**src/rtl/div32x32_seq_if.sv**
```systemverilog
// Request/result bundle for the sequential 32-bit divider.
// The requester drives start/a/b through the master modport; the divider
// returns busy/done and the held quotient, remainder and divide-by-zero flag.
interface div32x32_seq_if;
  logic        start;
  logic [31:0] a;
  logic [31:0] b;
  logic        busy;
  logic        done;
  logic [31:0] quotient;
  logic [31:0] remainder;
  logic        div_by_zero;

  modport master (
    output start, a, b,
    input  busy, done, quotient, remainder, div_by_zero
  );

  modport slave (
    input  start, a, b,
    output busy, done, quotient, remainder, div_by_zero
  );
endinterface

```
**src/rtl/div32x32_seq.sv**
```systemverilog
// Sequential unsigned 32/32 restoring divider.
// One quotient bit is retired per clock over 32 ITER cycles, followed by a
// single DONE cycle that pulses done and can accept the next request.
// A zero divisor skips iteration and reports all-ones / dividend with the
// divide-by-zero flag. All visible outputs come straight from flops.
module div32x32_seq (
  input  logic           clk,
  input  logic           reset,
  div32x32_seq_if.slave  bus
);

  typedef enum logic [1:0] {
    IDLE = 2'd0,
    ITER = 2'd1,
    DONE = 2'd2
  } state_t;

  state_t      state_q, state_d;
  logic [4:0]  cnt_q, cnt_d;
  logic        busy_q, busy_d;
  logic        done_q, done_d;
  logic [31:0] quot_q, quot_d;
  logic [31:0] rmd_q, rmd_d;
  logic        dbz_q, dbz_d;

  // Working datapath. The partial remainder is architecturally 33 bits wide,
  // but after any restoring step it is strictly below the divisor, so its top
  // bit is always zero; only the low 32 bits are stored and the 33-bit
  // shifted/trial values are rebuilt inside div_step.
  logic [31:0] wq_q, wq_d;
  logic [31:0] dvs_q, dvs_d;
  logic [31:0] rem_q, rem_d;

  // {next remainder, new quotient bit} from the current step.
  logic [32:0] step;
  logic [31:0] wq_shift;

  // One restoring step: shift in the next dividend bit, try subtracting the
  // divisor at 33 bits, and keep the difference only if it did not borrow.
  function automatic logic [32:0] div_step(
    input logic [31:0] rem,
    input logic        msb,
    input logic [31:0] dvs
  );
    logic [32:0] shifted;
    logic [32:0] trial;
    shifted = {rem, msb};
    trial   = shifted - {1'b0, dvs};
    if (!trial[32]) begin
      div_step = {trial[31:0], 1'b1};
    end else begin
      div_step = {shifted[31:0], 1'b0};
    end
  endfunction

  assign step     = div_step(rem_q, wq_q[31], dvs_q);
  assign wq_shift = {wq_q[30:0], step[0]};

  // Next-state, datapath and output decode; everything holds by default.
  always_comb begin
    state_d = state_q;
    cnt_d   = cnt_q;
    quot_d  = quot_q;
    rmd_d   = rmd_q;
    dbz_d   = dbz_q;
    wq_d    = wq_q;
    dvs_d   = dvs_q;
    rem_d   = rem_q;

    case (state_q)
      ITER: begin
        rem_d = step[32:1];
        wq_d  = wq_shift;
        cnt_d = cnt_q + 5'd1;
        if (cnt_q == 5'd31) begin
          quot_d  = wq_shift;
          rmd_d   = step[32:1];
          dbz_d   = 1'b0;
          state_d = DONE;
        end
      end

      IDLE, DONE: begin
        // DONE behaves like IDLE for acceptance, giving back-to-back operation.
        state_d = IDLE;
        if (bus.start) begin
          if (bus.b != 32'd0) begin
            wq_d    = bus.a;
            dvs_d   = bus.b;
            rem_d   = 32'd0;
            cnt_d   = 5'd0;
            state_d = ITER;
          end else begin
            quot_d  = 32'hFFFF_FFFF;
            rmd_d   = bus.a;
            dbz_d   = 1'b1;
            state_d = DONE;
          end
        end
      end

      default: begin
        state_d = IDLE;
      end
    endcase

    busy_d = (state_d == ITER);
    done_d = (state_d == DONE);
  end

  // Control and visible result registers; reset aborts any operation in flight.
  always_ff @(posedge clk) begin
    if (reset) begin
      state_q <= IDLE;
      cnt_q   <= 5'd0;
      busy_q  <= 1'b0;
      done_q  <= 1'b0;
      quot_q  <= 32'd0;
      rmd_q   <= 32'd0;
      dbz_q   <= 1'b0;
    end else begin
      state_q <= state_d;
      cnt_q   <= cnt_d;
      busy_q  <= busy_d;
      done_q  <= done_d;
      quot_q  <= quot_d;
      rmd_q   <= rmd_d;
      dbz_q   <= dbz_d;
    end
  end

  // Working datapath registers; always reloaded before use, so no reset.
  always_ff @(posedge clk) begin
    wq_q  <= wq_d;
    dvs_q <= dvs_d;
    rem_q <= rem_d;
  end

  assign bus.busy        = busy_q;
  assign bus.done        = done_q;
  assign bus.quotient    = quot_q;
  assign bus.remainder   = rmd_q;
  assign bus.div_by_zero = dbz_q;

endmodule
```
**src/flat_wrapper.sv**
```systemverilog
// flat-port wrapper written by rule: the top's interface ports become plain ports
module div32x32_seq_flat 
  (clk, reset, bus_start, bus_a, bus_b, bus_busy, bus_done, bus_quotient, bus_remainder, bus_div_by_zero);
  div32x32_seq_if bus_i ();
  input  logic clk;
  input  logic reset;
  input wire logic [$bits(bus_i.start)-1:0] bus_start;
  input wire logic [$bits(bus_i.a)-1:0] bus_a;
  input wire logic [$bits(bus_i.b)-1:0] bus_b;
  output wire logic [$bits(bus_i.busy)-1:0] bus_busy;
  output wire logic [$bits(bus_i.done)-1:0] bus_done;
  output wire logic [$bits(bus_i.quotient)-1:0] bus_quotient;
  output wire logic [$bits(bus_i.remainder)-1:0] bus_remainder;
  output wire logic [$bits(bus_i.div_by_zero)-1:0] bus_div_by_zero;
  assign bus_i.start = bus_start;
  assign bus_i.a = bus_a;
  assign bus_i.b = bus_b;
  assign bus_busy = bus_i.busy;
  assign bus_done = bus_i.done;
  assign bus_quotient = bus_i.quotient;
  assign bus_remainder = bus_i.remainder;
  assign bus_div_by_zero = bus_i.div_by_zero;
  div32x32_seq u_core (.clk(clk), .reset(reset), .bus(bus_i));
endmodule
```
**config.mk**
```make
export PLATFORM = sky130hd
export DESIGN_NAME = div32x32_seq_flat
export DESIGN_NICKNAME = d
export VERILOG_FILES = /design/src/rtl/div32x32_seq_if.sv /design/src/rtl/div32x32_seq.sv /design/src/flat_wrapper.sv
export SDC_FILE = /design/constraint.sdc
export NUM_CORES = 1
export LEC_CHECK = 0
export CAP_MARGIN = 20
export CORE_UTILIZATION = 49
export CTS_CLUSTER_SIZE = 20
export DETAILED_ROUTE_END_ITERATION = 6
export PLACE_DENSITY = 0.76
export SYNTH_ARGS = -nofsm -noshare
export SYNTH_HDL_FRONTEND = slang
export SYNTH_SLANG_ARGS = --single-unit
```
**constraint.sdc**
```tcl
create_clock -name clk -period 3.3 [get_ports clk]
set_input_delay 0.495 -clock clk [delete_from_list [all_inputs] [get_ports clk]]
set_output_delay 0.495 -clock clk [all_outputs]
set_load 0.02 [all_outputs]
```
## Word-level counts from Yosys, hierarchy flattened

Index checks and enable logic that the tools add are counted.

- Reduce and logical (&&, ||, !) cells: 7
- $add $sub $neg: 2
- Equality and inequality tests: 9
- Muxes and demuxes: 26

Operators with widths:

| operator | count |
|---|---|
| 2-to-1 mux 32 bit | 10 |
| case mux 32 bit (2 select lines) | 4 |
| 2-to-1 mux 33 bit | 1 |
| subtractor 33 x 32 -> 33 bit | 1 |
| nonzero test 32 bit | 1 |
| 2-to-1 mux 5 bit | 2 |
| case mux 5 bit (2 select lines) | 1 |
| 2-to-1 mux 2 bit | 3 |
| AND reduction 3 bit | 2 |
| adder 5 x 1 -> 5 bit, second input constant | 1 |
| equality test 5 bit, second input constant | 1 |
| equality test 2 x 1 -> 1 bit, second input constant | 2 |
| equality test 2 bit, second input constant | 2 |
| != test 2 x 1 -> 1 bit, second input constant | 2 |
| != test 2 bit, second input constant | 2 |
| case mux 2 bit (2 select lines) | 1 |
| AND reduction 4 bit | 1 |
| 2-to-1 mux 1 bit | 3 |
| logical NOT 2 bit | 1 |
| case mux 1 bit (2 select lines) | 1 |
| nonzero test 2 bit | 1 |
| OR reduction 2 bit | 1 |

- Logic and storage cells: 54
- Bits in registers: 170
- Input bits: 67

## Depth between registers and ports, before layout

- Word-level depth: 5
- Depth in mapped cells: 13

## Least setup slack after synthesis

OpenSTA, ideal clock, no wires.

- Kind: in2reg
- Start point: input bus_b[24]
- End point: register u_core.cnt_q[0]
- Setup time: 66 ps
- Path slack: -46 ps
- Arrival time: 3280 ps
- Required time: 3234 ps
- Stages on the path: 6
- Cells stage by stage: nor4_1 > nand4_1 > o211ai_1 > nand2_1 > mux2_2 > nor2_1

- Longest elaborated chain between the ends: 3

Ends and longest elaborated chain:

| element | RTL line | RTL |
|---|---|---|
| from (decl) | flat_wrapper.sv:9 | `input wire logic [$bits(bus_i.b)-1:0] bus_b;` |
| nonzero test 32 bit | div32x32_seq.sv:87 | `if (bus.b != 32'd0) begin` |
| != test 2 x 1 -> 1 bit (no line) | - |  |
| AND reduction 3 bit (no line) | - |  |
| to (signal assigned) | div32x32_seq.sv:123 | `cnt_q <= cnt_d;` |
| to (decl) | div32x32_seq.sv:19 | `logic [4:0] cnt_q, cnt_d;` |

No other way between the ends.
A chain may end at the register's enable or synchronous reset.

## Worst setup path in the final report

- Start point: register u_core.dvs_q[0]
- End point: register u_core.rem_q[30], data pin

- Longest elaborated chain between the ends: 3

Ends and longest elaborated chain:

| element | RTL line | RTL |
|---|---|---|
| from (decl) | div32x32_seq.sv:31 | `logic [31:0] dvs_q, dvs_d;` |
| from (signal assigned) | div32x32_seq.sv:135 | `dvs_q <= dvs_d;` |
| subtractor 33 x 32 -> 33 bit | div32x32_seq.sv:48 | `trial = shifted - {1'b0, dvs};` |
| 2-to-1 mux 33 bit | div32x32_seq.sv:49 | `if (!trial[32]) begin` |
| case mux 32 bit (2 select lines) | div32x32_seq.sv:70 | `case (state_q)` |
| to (signal assigned) | div32x32_seq.sv:136 | `rem_q <= rem_d;` |
| to (decl) | div32x32_seq.sv:32 | `logic [31:0] rem_q, rem_d;` |

No other way between the ends.

==> metrics.yaml <==
run_status: "finished, final reports clean"
clk_pin_slew_worst_paths_ns: 0.07
fin_crit_ns: 3.09
worst_pin_slew_ns: 0.919
p_int_uw: 4380
ys_seq_elements: 170
pwr-share-comb: 0.295
max_stage_delay_ns: 0.38
skew_ns: 0.00853
post-place-cells: 1201
h-tree-depth: 4
instances_no_fill: 1234
critical_path_class: "register to register"
hold_viol: 0
finalInstanceArea_um2: 11000
min_path_type: "register to register"
ys_seq_area_frac: 0.499
slew_violations: 0
dieWidth_um: 136
grt_use_total: 0.251
overflow: 0
synthFlopType: "edfxtp_1"
synth_area_um2: 8750
finalPower_uw: 6530
synth_compound_area_frac: 0.147
drt_iter0_drc: 550
yosysMostFrequentCell: "nor2_1"
max-vdd-ir-drop_v: 0.000449
io_buffers: 133
grt_max_degree: 68
cp_max_fo: 3
worstSkewPairLatency_ns: 0.43
ys_types: 66
critPathTopFamily: "compound AO/OA/AOI/OAI gates"
netlist_instances: 866
synth_top_area_frac: 0.329
synth_top_family_by_area: "simple AND/OR/NAND/NOR gates"
synth_xor_area_frac: 0.0312
yosysTopAreaCell: "edfxtp_1"
fin_tns_setup_ns: 0
p_switching_uw: 2150
grt_pass1_vias: 6717
p_leak_uw: 0.00417
fin_crit_sh: 0.938
cts_buffer_depth: 2
cts_buffers: 17
die_area_um2: 18400
worstPathArrival_ns: 3.27
synthMuxAreaShare: 0.0572
critPathRequiredTime_ns: 3.48
dieHeight_um: 136
rsz0062_at_grt: "no"
grt_first_pass_wirelength_um: 35000
rows: 48
num_vias: 6957
clockRootBuffer: "clkbuf_16"
worstSetupStartpointType: "register"
synth_nets: 968
area_growth_pct: 25.2
end_kind: "register"
drt-wirelength-per-cell_um: 18.0
initial_core_util: 0.504
hold_buffers: 0
vias_per_cell: 5.64
first_pass_iters: 4
synthAdderAreaFrac: 0.0509
cts_sinks: 170
met3_usage: 0.0516
maxCapViolCount: 0
ys_warn_count: 0
synthArstFlopShare: 0
drive_above_1_share: 0.138
coreArea_um2: 17400
setup_violations: 0
relSlewSlack: 0.387
drt-total-wl_um: 22200
place_congestion: 0.933
ant_nets: 0
syn_avg_cell_area_um2: 10.1
pwr-share-clk: 0.300
cp_cell_sequence: "ha_1, fa_1, nand2b_1, a21oi_2, nor2b_1, o31ai_2, a21oi_1, o21bai_1, a41oi_1, xor2_1, o21ai_1"
slowest_stage: "fa_1"
p_sw_frac: 0.330
grtUsageMet1: 0.318
place.detailed.hpwl_um: 16500
cp.buffers_inverters: 0
antenna_found_initial: 1
final_nets: 1097
synthSimpleGateAreaFrac: 0.170
yosys-top-cells-area: "edfxtp_1 33%, dfxtp_1 17%, nor2_1 5.4%"
route.detailed.drc: 0
placedInstanceArea_um2: 10400
synth_common_cells: "125 x nor2_1, 96 x edfxtp_1, 84 x nand2_1"
grt-busiest-layer: "met2"
tritoncts: "built"
max_freq_ghz: 0.323
synth_edf_count: 96
seqPwrFrac: 0.405
num-fill-cells: 1431
met2_usage: 0.418
ios: 134
powerDensity_nw_per_um2: 596
## sequential cells by signal, summed over array words and instances, names as in the netlist
register	cells
u_core.bus.busy	1
u_core.bus.div_by_zero	1
u_core.bus.done	1
u_core.bus.quotient	32
u_core.bus.remainder	32
u_core.cnt_q	5
u_core.dvs_q	32
u_core.rem_q	32
u_core.state_q	2
u_core.wq_q	32
## tightest hold or removal path, cell delays in order (launching register included)
cell and delay, ns:
dfxtp_1 0.32, nand3_1 0.06, a21oi_1 0.06
## final cells by class
| cell class | instances | area (um^2) | share of cell area |
|---|---|---|---|
| repair buffers | 158 | 1580 | 0.144 |
| well taps | 225 | 282 | 0.0257 |
| clock inverters | 15 | 138 | 0.0126 |
| clock buffers | 17 | 425 | 0.0388 |
| multi-input cells | 607 | 4010 | 0.366 |
| diodes | 1 | 2.50 | 0.000228 |
| inverters | 41 | 154 | 0.0140 |
| flip-flops and latches | 170 | 4370 | 0.398 |
## stage by stage
stage / hold slack (ns) / utilization / setup slack [ns]
after CTS: 0.481 / 0.631 / 0.146
after floorplan: 0.452 / - / 0.537
after global placement: 0.462 / 0.598 / 0.283
after detailed placement: 0.468 / 0.598 / 0.180
final: 0.484 / 0.631 / 0.206
after global routing: 0.512 / 0.631 / 0.0190
## power groups by stage
stage                     combinational [uW]  sequential (uW)  clock, uW
after floorplan                         1320             2690          0
after global placement                  1880             2680          0
after detailed placement                1900             2690          0
after CTS                               1910             2640       1990
after global routing                    2100             2660       2060
final                                   1920             2650       1960
## path summary, 6_finish.rpt
| check | to | slack, ns | start | cells after the start |
|---|---|---|---|---|
| setup / recovery | u_core.rem_q[30] | 0.21 | u_core.dvs_q[0] | 11 |
| hold / removal | u_core.cnt_q[4] | 0.48 | u_core.cnt_q[4] | 2 |
| setup reg to reg | u_core.rem_q[30] | 0.21 | u_core.dvs_q[0] | 11 |
| hold reg to reg | u_core.cnt_q[4] | 0.48 | u_core.cnt_q[4] | 2 |
## metal layers
| metal | routed length [um] | part of all wire | up-vias |
|---|---|---|---|
| li1 | - | - | 3350 |
| met1 | 9640 | 0.43 | 3349 |
| met2 | 10900 | 0.49 | 219 |
| met3 | 1130 | 0.051 | 39 |
| met4 | 541 | 0.024 | 0 |
| met5 | 0 | 0 | - |
## cell families (layout without fill, tap and decap cells)
| logic type | after synthesis | count (layout) |
|---|---|---|
| AOI/OAI and AO/OA | 173 | 173 |
| xor gates and xnor gates | 29 | 29 |
| adders and majority gates | 35 | 35 |
| buffers and inverters | 89 | 231 |
| DFF | 170 | 170 |
| muxes | 42 | 42 |
| other | 0 | 1 |
| and+or+nand+nor | 328 | 328 |
## layout by cell type, fill, tap and decap left out, drive strengths merged, types with 8 or more instances in the layout
cell           instances
clkdlybuf4s50        132
nor2                 125
edfxtp                96
nand2                 85
dfxtp                 74
a21oi                 62
inv                   49
nor3                  47
ha                    34
o21ai                 29
buf                   26
mux2                  25
clkbuf                17
mux2i                 17
xnor2                 16
a21o                  14
nand3                 14
a211oi                14
xor2                  13
nand4                  9
nand2b                 9
and3                   9
nor4                   9
o21a                   9
a221oi                 8
## timing repair
action	in CTS	in global routing
buffers inserted	0	0
setup endpoints to repair	0	2
resized for setup	0	1
(Power assumes the default switching activity.)
